<file path="config.mk">
export PLATFORM = sky130hd
export DESIGN_NAME = guvm_icache_responder
export DESIGN_NICKNAME = d
export VERILOG_FILES = /design/src/rtl/guvm_icache_pkg.sv /design/src/rtl/guvm_inst_fifo.sv /design/src/rtl/guvm_icache_responder.sv
export SDC_FILE = /design/constraint.sdc
export NUM_CORES = 1
export LEC_CHECK = 0
export CAP_MARGIN = 20
export CORE_ASPECT_RATIO = 0.6
export CORE_MARGIN = 2
export CORE_UTILIZATION = 51
export DETAILED_ROUTE_END_ITERATION = 8
export PLACE_DENSITY = 0.76
export SLEW_MARGIN = 20
export SYNTH_ARGS = -nofsm -noshare
export SYNTH_HDL_FRONTEND = slang
export SYNTH_SLANG_ARGS = --single-unit
</file>
<file path="constraint.sdc">
create_clock -name clk -period 4.05 [get_ports clk]
set_input_delay 1.215 -clock clk [delete_from_list [all_inputs] [get_ports clk]]
set_output_delay 1.215 -clock clk [all_outputs]
set_load 0.05 [all_outputs]
</file>
<file path="src/rtl/guvm_icache_pkg.sv">
// guvm_icache_pkg: shared types and constants for the icache responder slice
package guvm_icache_pkg;
    localparam int WORD_W = 32;
    localparam logic [WORD_W-1:0] NOP_INST_DEF = 32'h01000000;
    typedef enum logic [1:0] {IDLE, MISS, SUPPLY, STARVE} state_e;
endpackage

</file>
<file path="src/rtl/guvm_inst_fifo.sv">
// guvm_inst_fifo: synchronous instruction FIFO with registered occupancy count
module guvm_inst_fifo
    import guvm_icache_pkg::*;
#(
    parameter int DEPTH = 8,
    parameter int W     = WORD_W
) (
    input  logic                       clk,
    input  logic                       rst,
    input  logic                       push,
    input  logic                       pop,
    input  logic [W-1:0]               wdata,
    output logic [W-1:0]               rdata,
    output logic                       full,
    output logic                       empty,
    output logic [$clog2(DEPTH+1)-1:0] count
);
    localparam int AW = $clog2(DEPTH);
    localparam int CW = $clog2(DEPTH+1);
    logic [W-1:0]  mem [DEPTH];
    logic [AW-1:0] wr_ptr, rd_ptr;
    assign rdata = mem[rd_ptr];
    assign full  = count == CW'(DEPTH);
    assign empty = count == '0;
    always_ff @(posedge clk)
        if (push) mem[wr_ptr] <= wdata;
    always_ff @(posedge clk) begin
        if (!rst) begin
            wr_ptr <= '0;
            rd_ptr <= '0;
            count  <= '0;
        end else begin
            if (push) wr_ptr <= wr_ptr + AW'(1);
            if (pop) rd_ptr <= rd_ptr + AW'(1);
            count <= count + CW'(push) - CW'(pop);
        end
    end
endmodule

</file>
<file path="src/rtl/guvm_icache_responder.sv">
// guvm_icache_responder: feeds queued driver instructions to the core fetch port with miss/stall modelling
module guvm_icache_responder
    import guvm_icache_pkg::*;
#(
    parameter int                DEPTH    = 8,
    parameter int                MISS_LAT = 2,
    parameter logic [WORD_W-1:0] NOP_INST = NOP_INST_DEF
) (
    input  logic                       clk,
    input  logic                       rst,
    input  logic                       drv_valid,
    input  logic [WORD_W-1:0]          drv_inst,
    output logic                       drv_ready,
    input  logic                       fetch_req,
    input  logic [WORD_W-1:0]          fetch_addr,
    input  logic                       fetch_flush,
    output logic [WORD_W-1:0]          ic_data,
    output logic                       ic_hold,
    output logic                       ic_exception,
    output logic                       ic_mds,
    output logic                       mon_valid,
    output logic [WORD_W-1:0]          mon_addr,
    output logic [WORD_W-1:0]          mon_inst,
    output logic [$clog2(DEPTH+1)-1:0] fifo_count
);
    localparam int LW = MISS_LAT > 1 ? $clog2(MISS_LAT) : 1;
    localparam logic [LW-1:0] LAT_INIT = LW'(MISS_LAT > 0 ? MISS_LAT - 1 : 0);
    state_e state, state_n;
    logic [LW-1:0] lat_cnt, lat_cnt_n;
    logic [WORD_W-1:0] addr, last_addr, head;
    logic seq_valid, miss_flag, full, empty, push, pop, accept, hit, misaligned, cont;
    guvm_inst_fifo #(.DEPTH(DEPTH), .W(WORD_W)) u_fifo (
        .clk(clk), .rst(rst), .push(push), .pop(pop), .wdata(drv_inst),
        .rdata(head), .full(full), .empty(empty), .count(fifo_count)
    );
    assign drv_ready  = !full;
    assign push       = drv_valid && drv_ready;
    assign misaligned = fetch_addr[1:0] != 2'b00;
    assign hit        = (seq_valid && !fetch_flush && fetch_addr == last_addr + 32'd4) || MISS_LAT == 0;
    assign accept     = state == IDLE && fetch_req && !misaligned;
    assign pop        = (state == SUPPLY || state == STARVE) && !empty;
    // Back-to-back sequential fetches keep streaming without returning to IDLE
    assign cont       = pop && fetch_req && !fetch_flush && fetch_addr == addr + 32'd4;
    always_comb begin
        state_n   = state;
        lat_cnt_n = lat_cnt;
        unique case (state)
            IDLE: if (accept) begin
                state_n   = hit ? SUPPLY : MISS;
                lat_cnt_n = LAT_INIT;
            end
            MISS: begin
                state_n   = lat_cnt == '0 ? SUPPLY : MISS;
                lat_cnt_n = lat_cnt == '0 ? lat_cnt : lat_cnt - LW'(1);
            end
            SUPPLY, STARVE: state_n = pop ? (cont ? SUPPLY : IDLE) : STARVE;
        endcase
    end
    always_ff @(posedge clk) begin
        if (!rst) begin
            state        <= IDLE;
            lat_cnt      <= '0;
            addr         <= '0;
            last_addr    <= '0;
            seq_valid    <= 1'b0;
            miss_flag    <= 1'b0;
            ic_data      <= NOP_INST;
            ic_hold      <= 1'b1;
            ic_exception <= 1'b0;
            ic_mds       <= 1'b0;
            mon_valid    <= 1'b0;
            mon_addr     <= '0;
            mon_inst     <= '0;
        end else begin
            state        <= state_n;
            lat_cnt      <= lat_cnt_n;
            if (accept || cont) addr <= fetch_addr;
            if (pop) last_addr <= addr;
            seq_valid    <= !fetch_flush && (pop || seq_valid);
            miss_flag    <= accept ? !hit : pop ? 1'b0 : miss_flag;
            ic_data      <= pop ? head : NOP_INST;
            ic_hold      <= !(state_n == MISS || state_n == STARVE);
            ic_exception <= state == IDLE && fetch_req && misaligned;
            ic_mds       <= pop && miss_flag;
            mon_valid    <= pop;
            if (pop) begin
                mon_addr <= addr;
                mon_inst <= head;
            end
        end
    end
endmodule
</file>
==> impl_metrics.toml <==
[status]
status = "completed"

[grt]
grt-ovfl-total = 0
grt_antenna_before_repair = 3
track_usage_pct = 23.64
grt_first_pass_wirelength_um = 61130
grt_max_degree = 70
grt_pass1_vias = 10360

[timing]
hold_viol = 0
maxSlewHeadroom_pct = 43.95
final-max-slew-violation-count = 0
clock_skew_ps = 17.32
fmax_mhz = 289.9
totalNegativeSetupSlack_ps = 0
tightest_slew_ps = 840.8
timing.final.crit_share_pct = 85.17
finalSetupViolCount = 0
fin_crit_ps = 3450
rsz0062_at_grt = "no"

[placed_design]
dpl_cell_area_sq_um = 19290
place.detailed.hpwl_um = 27070
gp_congestion = 0.9909
io_buffer_count = 173

[pwr]
ir_worst_vdd_mv = 0.3508
power_mw = 9.289
power.density_nw_per_um2 = 453.2
p_leak_nw = 6.999

[clock_network]
numCtsBuffers = 39
cts_setup_buffers = 0
clk_latency_ps = 550
cts_root_buf = "clkbuf_16"
cts_resized = 0
clkSinkCount = 406
cts-hold-fix-buffers = 0
path_clk_slew_ps = 60
cts_max_level = 2
clockBufferDepth = 3
cts_tree = "done"

[yosys]
synth.largest_area_cell = "edfxtp_1"
synth_seq_cells = 406
ys_warn_count = 0
syn_area_sq_um = 16820
synth_edf_count = 256
synthTopCellsByArea = "edfxtp_1 46%, dfxtp_1 18%, mux4_2 8.6%"
synth_area_per_cell_sq_um = 13.72
seq_area_frac_synth_pct = 63.54
synth_cells = 1226
syn_nets = 1306
synth_flop_cell = "edfxtp_1"
async_reset_ff_share_pct = 0
synth_top_area_share_pct = 45.69
synth.distinct_cells = 70

[critical_path]
cp_cell_sequence = "clkdlybuf4s50_1, xnor2_1, a31oi_1, or3b_2, nor4_1, nand4_1, nor4_2, buf_4, nor2_4, buf_12, mux2i_1"
crit_buf_inv = 3
crit_slowest_cell = "clkdlybuf4s50_1"
worstSetupStartpoint = "fetch_addr[25]"
cp.arrival_ps = 3870
path_class = "in2reg"
end_kind = "register"
cp-start-kind = "input port"
cp_top_family = "simple AND/OR/NAND/NOR gates"
cp_max_fo = 19
critPathRequiredTime_ps = 4470
rr_startpoint = "last_addr[2]"
cpPeakStageDelay_ps = 600

[finish]
fill_cells = 2394
areaGrowthSynthToFinish_pct = 21.83
final_common_cell = "edfxtp_1"
mostFrequentLayoutCells = "256 x edfxtp_1, 172 x clkdlybuf4s50_1, 165 x nand2_1"
fin_area_sq_um = 20500
fin_nets = 1493
layout-drive-gt1-share_pct = 11.91

[die]
start_util_pct = 51.80
placementRows = 51
chipHeight_um = 144.7
pin_count = 174
die-area_sq_um = 34510
coreArea_sq_um = 32480
die_w_um = 238.5

[routing]
drc_errors = 0
drt_pass1_iterations = 5
drtIter0Drc = 1141
routed_via_density = 5.773
routedWlPerCell_um = 21.73
num_vias = 10800
drtAntennaViolNets = 0
drt-total-wl_um = 40660

[run]
drv_cap = 0

[hold_path]
hp-start = "mon_inst[22]"
hp-class = "reg2reg"
final cells by class:
class,count,area [sq um],share of cell area (%)
antenna,3,7.507,0.03663
clock buffer,57,1084,5.286
clock inverter,15,117.6,0.5738
inverter,20,75.07,0.3663
multi-input combinational,740,5884,28.71
sequential,406,10700,52.19
tap,424,530.5,2.588
timing repair buffer,206,2102,10.26
routing by layer:
metal	share of wire, %	up-vias	track usage, %
met2	44	419	34.74
met1	46	5373	35.78
li1	-	4958	-
met5	0.032	-	0
met3	8.2	49	5.235
met4	1.7	2	5.954
per-stage QoR:
step           hold WS, ps  worst slack (ps)  utilization (%)  std cells
3_5_place_dp         442.6             76.47            59.39       1796
6_report             450.2             600.5            63.11       1871
5_1_grt              475.0             476.9            63.10       1870
3_3_place_gp         435.4             164.7            59.39       1796
2_1_floorplan        452.9             370.7                -       1226
4_1_cts              453.6             645.5            63.08       1868
report_power, final:
part | leakage, nW | switching [mW] | internal (mW)
clock network | 0.582 | 1.55 | 1.88
registers | 3.54 | 0.111 | 4.60
logic | 2.88 | 0.666 | 0.480
logic make-up after synthesis:
kind of cell             synth area share (%)
AND/OR/NAND/NOR                         10.82
flip-flops                              63.54
AO/OA/AOI/OAI                           6.083
adder cells (fa/ha/maj)                0.8627
buffers and inverters                   1.933
XOR/XNOR                                4.321
multiplexers                            12.44
sequential cells by signal, indices dropped and copies added, names as in the netlist, named ones only:
signal and flops:
addr 32, ic_data 32, ic_exception 1, ic_hold 1, ic_mds 1, last_addr 32, lat_cnt 1, miss_flag 1
mon_inst 32, mon_valid 1, seq_valid 1, state 2, u_fifo.count 4, u_fifo.mem 256, u_fifo.rd_ptr 3, u_fifo.wr_ptr 3
cell usage after synthesis, drive strengths merged, types with 8 or more instances:
library cell	n
a21oi	9
edfxtp	256
mux4	64
xnor2	57
nand4	26
nor2	61
xor2	26
a21o	34
nor3	20
mux2i	64
and2	14
nand2b	8
inv	20
clkbuf	43
nand2	166
a21boi	37
o21ai	14
nand3	21
dfxtp	150
nor4	17
ha	10
buf	17
path summary, 6_finish.rpt:
kind                   to  slack [ps]  cells after the start
max               addr[7]         600                     11
min          mon_inst[22]         450                      1
max reg2reg     miss_flag         640                     10
min reg2reg  mon_inst[22]         450                      1
Note: power is estimated with default switching activity, not from simulation.
